**config.mk**
```make
export PLATFORM = sky130hd
export DESIGN_NAME = id_regfile_flat
export DESIGN_NICKNAME = d
export VERILOG_FILES = /design/src/rtl/id_regfile_if.sv /design/src/rtl/id_regfile.sv /design/src/flat_wrapper.sv
export SDC_FILE = /design/constraint.sdc
export NUM_CORES = 2
export LEC_CHECK = 0
export BUFFER_PORTS_ARGS = -buffer_cell sky130_fd_sc_hd__buf_2
export CAP_MARGIN = 20
export CORE_ASPECT_RATIO = 0.9
export CORE_MARGIN = 3
export CORE_UTILIZATION = 35
export CTS_CLUSTER_DIAMETER = 30
export DETAILED_ROUTE_END_ITERATION = 16
export PLACE_DENSITY_LB_ADDON = 0.05
export SYNTH_ARGS = -nofsm -noshare
export SYNTH_HDL_FRONTEND = slang
export SYNTH_SLANG_ARGS = --single-unit
```
**constraint.sdc**
```tcl
create_clock -name clk -period 38.7 [get_ports clk]
set_clock_uncertainty 0.2 [all_clocks]
set_input_delay 7.74 -clock clk [delete_from_list [all_inputs] [get_ports clk]]
set_output_delay 7.74 -clock clk [all_outputs]
set_load 0.01 [all_outputs]
```
**src/rtl/id_regfile_if.sv**
```systemverilog
// Writeback-to-decode, operand read and debug access bundle
// for the decode-stage register file.
interface id_regfile_if #(
    parameter int XLEN = 32
);
    logic            debug;
    logic            WB_ID_regwrite;
    logic [4:0]      WB_ID_rd;
    logic [XLEN-1:0] WB_ID_res;
    logic [4:0]      rs1_addr;
    logic [4:0]      rs2_addr;
    logic [XLEN-1:0] rs1_data;
    logic [XLEN-1:0] rs2_data;
    logic            dbg_req;
    logic            dbg_we;
    logic [4:0]      dbg_addr;
    logic [XLEN-1:0] dbg_wdata;
    logic [XLEN-1:0] dbg_rdata;
    logic            dbg_ack;

    modport master (
        output debug, WB_ID_regwrite, WB_ID_rd, WB_ID_res,
        output rs1_addr, rs2_addr,
        output dbg_req, dbg_we, dbg_addr, dbg_wdata,
        input  rs1_data, rs2_data, dbg_rdata, dbg_ack
    );

    modport slave (
        input  debug, WB_ID_regwrite, WB_ID_rd, WB_ID_res,
        input  rs1_addr, rs2_addr,
        input  dbg_req, dbg_we, dbg_addr, dbg_wdata,
        output rs1_data, rs2_data, dbg_rdata, dbg_ack
    );
endinterface

```
**src/rtl/id_regfile.sv**
```systemverilog
// Decode-stage integer register file with writeback bypass
// and a 4-phase debug access port (active only while halted).
module id_regfile #(
    parameter int              XLEN     = 32,
    parameter logic [XLEN-1:0] SP_RESET = '0
) (
    input logic        clk,
    input logic        Rst,
    id_regfile_if.slave bus
);
    typedef enum logic [1:0] {
        S_IDLE,
        S_ACCESS,
        S_DONE
    } state_t;

    state_t          r_state;
    state_t          w_next;
    logic [XLEN-1:0] r_regs [32];
    logic            r_we;
    logic [4:0]      r_addr;
    logic [XLEN-1:0] r_wdata;
    logic [XLEN-1:0] r_rdata;
    logic            r_ack;

    logic            w_latch;
    logic            w_done;
    logic            w_release;
    logic            w_pipe_we;
    logic            w_dbg_we;
    logic [XLEN-1:0] w_dbg_rd;

    // Pipeline commits are suppressed while halted; debug writes
    // only happen in ACCESS with debug still high, so they never collide.
    assign w_pipe_we = bus.WB_ID_regwrite && (bus.WB_ID_rd != 5'd0)
                       && !bus.debug;
    assign w_dbg_we  = w_done && r_we && (r_addr != 5'd0);
    assign w_dbg_rd  = (r_addr == 5'd0) ? '0 : r_regs[r_addr];

    // Debug FSM next-state and per-edge strobes.
    always_comb begin
        w_next    = r_state;
        w_latch   = 1'b0;
        w_done    = 1'b0;
        w_release = 1'b0;
        unique case (r_state)
            S_IDLE: begin
                if (bus.debug && bus.dbg_req) begin
                    w_latch = 1'b1;
                    w_next  = S_ACCESS;
                end
            end
            S_ACCESS: begin
                if (bus.debug) begin
                    w_done = 1'b1;
                    w_next = S_DONE;
                end else begin
                    w_next = S_IDLE;
                end
            end
            S_DONE: begin
                if (!bus.dbg_req) begin
                    w_release = 1'b1;
                    w_next    = S_IDLE;
                end
            end
            default: w_next = S_IDLE;
        endcase
    end

    // Debug FSM state, request latch, ack and read-result registers.
    always_ff @(posedge clk or posedge Rst) begin
        if (Rst) begin
            r_state <= S_IDLE;
            r_we    <= 1'b0;
            r_addr  <= '0;
            r_wdata <= '0;
            r_rdata <= '0;
            r_ack   <= 1'b0;
        end else begin
            r_state <= w_next;
            if (w_latch) begin
                r_we    <= bus.dbg_we;
                r_addr  <= bus.dbg_addr;
                r_wdata <= bus.dbg_wdata;
            end
            if (w_done) begin
                r_ack   <= 1'b1;
                r_rdata <= r_we ? r_wdata : w_dbg_rd;
            end else if (w_release) begin
                r_ack <= 1'b0;
            end
        end
    end

    // Register storage; x0 is never written so it stays zero.
    always_ff @(posedge clk or posedge Rst) begin
        if (Rst) begin
            for (int i = 0; i < 32; i++) begin
                r_regs[i] <= '0;
            end
            r_regs[2] <= SP_RESET;
        end else if (w_pipe_we) begin
            r_regs[bus.WB_ID_rd] <= bus.WB_ID_res;
        end else if (w_dbg_we) begin
            r_regs[r_addr] <= r_wdata;
        end
    end

    // Operand reads with same-cycle writeback bypass.
    always_comb begin
        bus.rs1_data = r_regs[bus.rs1_addr];
        bus.rs2_data = r_regs[bus.rs2_addr];
        if (w_pipe_we && bus.WB_ID_rd == bus.rs1_addr) begin
            bus.rs1_data = bus.WB_ID_res;
        end
        if (w_pipe_we && bus.WB_ID_rd == bus.rs2_addr) begin
            bus.rs2_data = bus.WB_ID_res;
        end
        if (bus.rs1_addr == 5'd0) begin
            bus.rs1_data = '0;
        end
        if (bus.rs2_addr == 5'd0) begin
            bus.rs2_data = '0;
        end
    end

    assign bus.dbg_rdata = r_rdata;
    assign bus.dbg_ack   = r_ack;
endmodule
```
**src/flat_wrapper.sv**
```systemverilog
// flat-port wrapper written by rule: the top's interface ports become plain ports
module id_regfile_flat 
#(
    parameter int              XLEN     = 32,
    parameter logic [XLEN-1:0] SP_RESET = '0
)
  (clk, Rst, bus_debug, bus_WB_ID_regwrite, bus_WB_ID_rd, bus_WB_ID_res, bus_rs1_addr, bus_rs2_addr, bus_dbg_req, bus_dbg_we, bus_dbg_addr, bus_dbg_wdata, bus_rs1_data, bus_rs2_data, bus_dbg_rdata, bus_dbg_ack);
  id_regfile_if #(.XLEN(XLEN)) bus_i ();
  input logic clk;
  input logic Rst;
  input wire logic [$bits(bus_i.debug)-1:0] bus_debug;
  input wire logic [$bits(bus_i.WB_ID_regwrite)-1:0] bus_WB_ID_regwrite;
  input wire logic [$bits(bus_i.WB_ID_rd)-1:0] bus_WB_ID_rd;
  input wire logic [$bits(bus_i.WB_ID_res)-1:0] bus_WB_ID_res;
  input wire logic [$bits(bus_i.rs1_addr)-1:0] bus_rs1_addr;
  input wire logic [$bits(bus_i.rs2_addr)-1:0] bus_rs2_addr;
  input wire logic [$bits(bus_i.dbg_req)-1:0] bus_dbg_req;
  input wire logic [$bits(bus_i.dbg_we)-1:0] bus_dbg_we;
  input wire logic [$bits(bus_i.dbg_addr)-1:0] bus_dbg_addr;
  input wire logic [$bits(bus_i.dbg_wdata)-1:0] bus_dbg_wdata;
  output wire logic [$bits(bus_i.rs1_data)-1:0] bus_rs1_data;
  output wire logic [$bits(bus_i.rs2_data)-1:0] bus_rs2_data;
  output wire logic [$bits(bus_i.dbg_rdata)-1:0] bus_dbg_rdata;
  output wire logic [$bits(bus_i.dbg_ack)-1:0] bus_dbg_ack;
  assign bus_i.debug = bus_debug;
  assign bus_i.WB_ID_regwrite = bus_WB_ID_regwrite;
  assign bus_i.WB_ID_rd = bus_WB_ID_rd;
  assign bus_i.WB_ID_res = bus_WB_ID_res;
  assign bus_i.rs1_addr = bus_rs1_addr;
  assign bus_i.rs2_addr = bus_rs2_addr;
  assign bus_i.dbg_req = bus_dbg_req;
  assign bus_i.dbg_we = bus_dbg_we;
  assign bus_i.dbg_addr = bus_dbg_addr;
  assign bus_i.dbg_wdata = bus_dbg_wdata;
  assign bus_rs1_data = bus_i.rs1_data;
  assign bus_rs2_data = bus_i.rs2_data;
  assign bus_dbg_rdata = bus_i.dbg_rdata;
  assign bus_dbg_ack = bus_i.dbg_ack;
  id_regfile #(.XLEN(XLEN), .SP_RESET(SP_RESET)) u_core (.clk(clk), .Rst(Rst), .bus(bus_i));
endmodule
```
==> results.tsv <==
metric	value	unit
outcome	complete, no violations	
vias post-DR	68300	
Mapped Area	69700	sq um
share of cells above drive strength 1	0.279	
Via density	7.43	
final hold vios	0	
RSZ-0062 raised after global routing	no	
hold_ws	218	ps
worst vdd ir	0.0449	mV
min-delay src	u_core.r_regs[1008]	
Die H	429	microns
Mapped Avg Cell Area	11.0	sq um
critical path's slowest cell	a221oi_1	
placed cells	8545	
Die ar.	205000	sq um
drt drc	0	
CP Launch Type	input pin	
PD cells	68.0	nW/um^2
Crit Path Category	input pin to primary output	
LEAKAGE	0.0351	uW
hold path endpoint	u_core.r_regs[1008]	
placed cell areas	73100	sq um
launching point of the worst reg2reg path	u_core.r_addr[1]	
Site Rows	154	
Post-CTS Setup Bufs	0	
Layout Cells excl Fill	9185	
H-tree levels	5	
relative slew slack	0.112	
I/O Buffers	186	
DRT antenna net count	0	
crit-path max cell delay	860	ps
Clock transition at path regs	40	ps
worst-margin pin slew	1330	ps
# IOs	187	
Core ar.	197000	sq um
crit-path most repeated cell	buf_4	
commonest non-fill, non-tap cell in the layout	dfrtp_1	
#FFs+latches synth	1097	
dpl hpwl	251000	microns
FF-to-FF path depth	8	
cts hold-fix bufs	0	
initial DRC count	11800	
Initial DRT Pass Iterations	8	
Peak Freq	49.0	MHz
CTS Sinks	1097	
Clock Latency Late Sink	970	ps
Setup TNS	0	ps
Starting Density	0.354	
Total GRT Usage	0.412	
vias in the first global route	64900	
Design Area, Final	85100	sq um
dominant synthesized flop cell	dfrtp_1	
Gate Count Post-Synth	6323	
routed len/inst	47.4	microns
reg-to-reg endpoint	u_core.bus.dbg_rdata[6]	
CTS tree	built	
post-synth net total	6413	
grt ovf	0	
crit path DAT	12450	ps
die width	477	microns
Max Cap Viol	0	
final setup fails	0	
Critical Path, Cell by Cell	buf_8, buf_12, buf_4, buf_4, nor3b_2, buf_4, a22oi_1, o2111ai_1, a221oi_1, buf_2	
final RePlAce weighted congestion	0.947	
CP Capture Type	primary output	
EDFF count, synth	0	
crit-path max FO	96	
clock buffer depth	4	
Final #Nets	6345	
hold path cells	0	
initial antenna violation count	54	
FFs w/ async S/R, synth	1.00	
reg2reg setup slack	33270	ps
most frequent cells in the layout	dfrtp_1 (1095), a22oi_1 (953), o21ai_0 (522)	
Seq/Total Area, Yosys	0.394	
Post-Route WL	436000	microns
Yosys warnings	0	
Yosys cell types	62	
largest net degree at the start of global routing	134	
Post-CTS Resized	0	
Pins Over Slew Limit	0	
Area Overhead vs Synth	22.0	%
Req. time, crit path	30760	ps
final period utilization	0.527	
worst hold path class	flip-flop to flip-flop	
cts bufs inserted	352	
clock root cell	clkbuf_16	
first-pass GRT wire length	585000	microns
Final min period	20390	ps
final cells by class:
cell class	instances	area, sq um
flip-flops and latches	1097	27500
clock buffers	474	10000
inverters	34	131
repair buffers	470	3430
clock inverters	130	1700
diodes	28	70.1
multi-input cells	4300	38900
fillers	18700	112000
well taps	2652	3320
where the power goes:
part           switching [uW]  internal (uW)  total [uW]
Sequential                291           1380        1670
Clock                     839           2030        2870
Combinational             681            556        1240
logic make-up after synthesis:
group | Yosys count | synth area share
compound gates | 2576 | 0.253
mux | 1105 | 0.254
flops | 1097 | 0.394
buf+inv | 926 | 0.0584
simple gates | 609 | 0.0398
xor+xnor | 10 | 0.00126
worst max-delay path by stage:
stage	from	endpoint	slack (ps)	cells past startpoint
after global routing	bus_rs1_addr[1]	bus_rs1_data[30]	18420	10
after detailed placement	bus_rs1_addr[1]	bus_rs1_data[30]	18420	10
after global placement	bus_rs1_addr[1]	bus_rs1_data[30]	18460	10
after floorplan	Rst	u_core.bus.dbg_ack	15630	1
after CTS	bus_rs1_addr[1]	bus_rs1_data[30]	18420	10
final	bus_rs1_addr[1]	bus_rs1_data[30]	18310	10
per-stage QoR:
stage,utilization,setup WS (ps),total power (uW)
finish,0.432,18310,5780
global route,0.432,18420,5940
CTS,0.431,18420,5730
detailed placement,0.371,18420,2860
global placement,0.370,18460,2850
floorplan,-,15630,2410
Yosys cell counts (39+ instances only):
cell	instances	area (sq um)
buf_2	146	731
mux2_2	164	1850
a221oi_1	65	569
o211ai_1	92	691
dfrtp_1	1097	27500
nand2_1	110	413
o22ai_1	62	388
o21ai_1	285	1430
a22oi_1	953	7150
o31a_1	42	368
buf_4	41	308
mux2i_1	428	4280
buf_1	39	146
mux4_2	513	11600
nor2_1	318	1190
nor3_1	47	235
a221o_1	234	2340
o21ai_0	522	2610
a21oi_1	186	931
clkbuf_1	627	2350
flip-flops by register name (all words and copies together), names as in the netlist:
| name | cells |
|---|---|
| u_core.bus.dbg_ack | 1 |
| u_core.bus.dbg_rdata | 32 |
| u_core.r_addr | 5 |
| u_core.r_regs | 1024 |
| u_core.r_state | 2 |
| u_core.r_wdata | 32 |
| u_core.r_we | 1 |
critical path, delay by kind of cell:
kind,cells,cell delay (ps)
and+or+nand+nor,1,130
AOI/OAI and AO/OA,3,1320
buffers and inverters,6,3090
metal layers:
metal | wire, microns | global-route usage
met3 | 61100 | 0.172
met4 | 28700 | 0.239
met1 | 167000 | 0.541
met5 | 27 | 0
met2 | 178000 | 0.566
No activity file was read; power rests on OpenSTA's default activity.
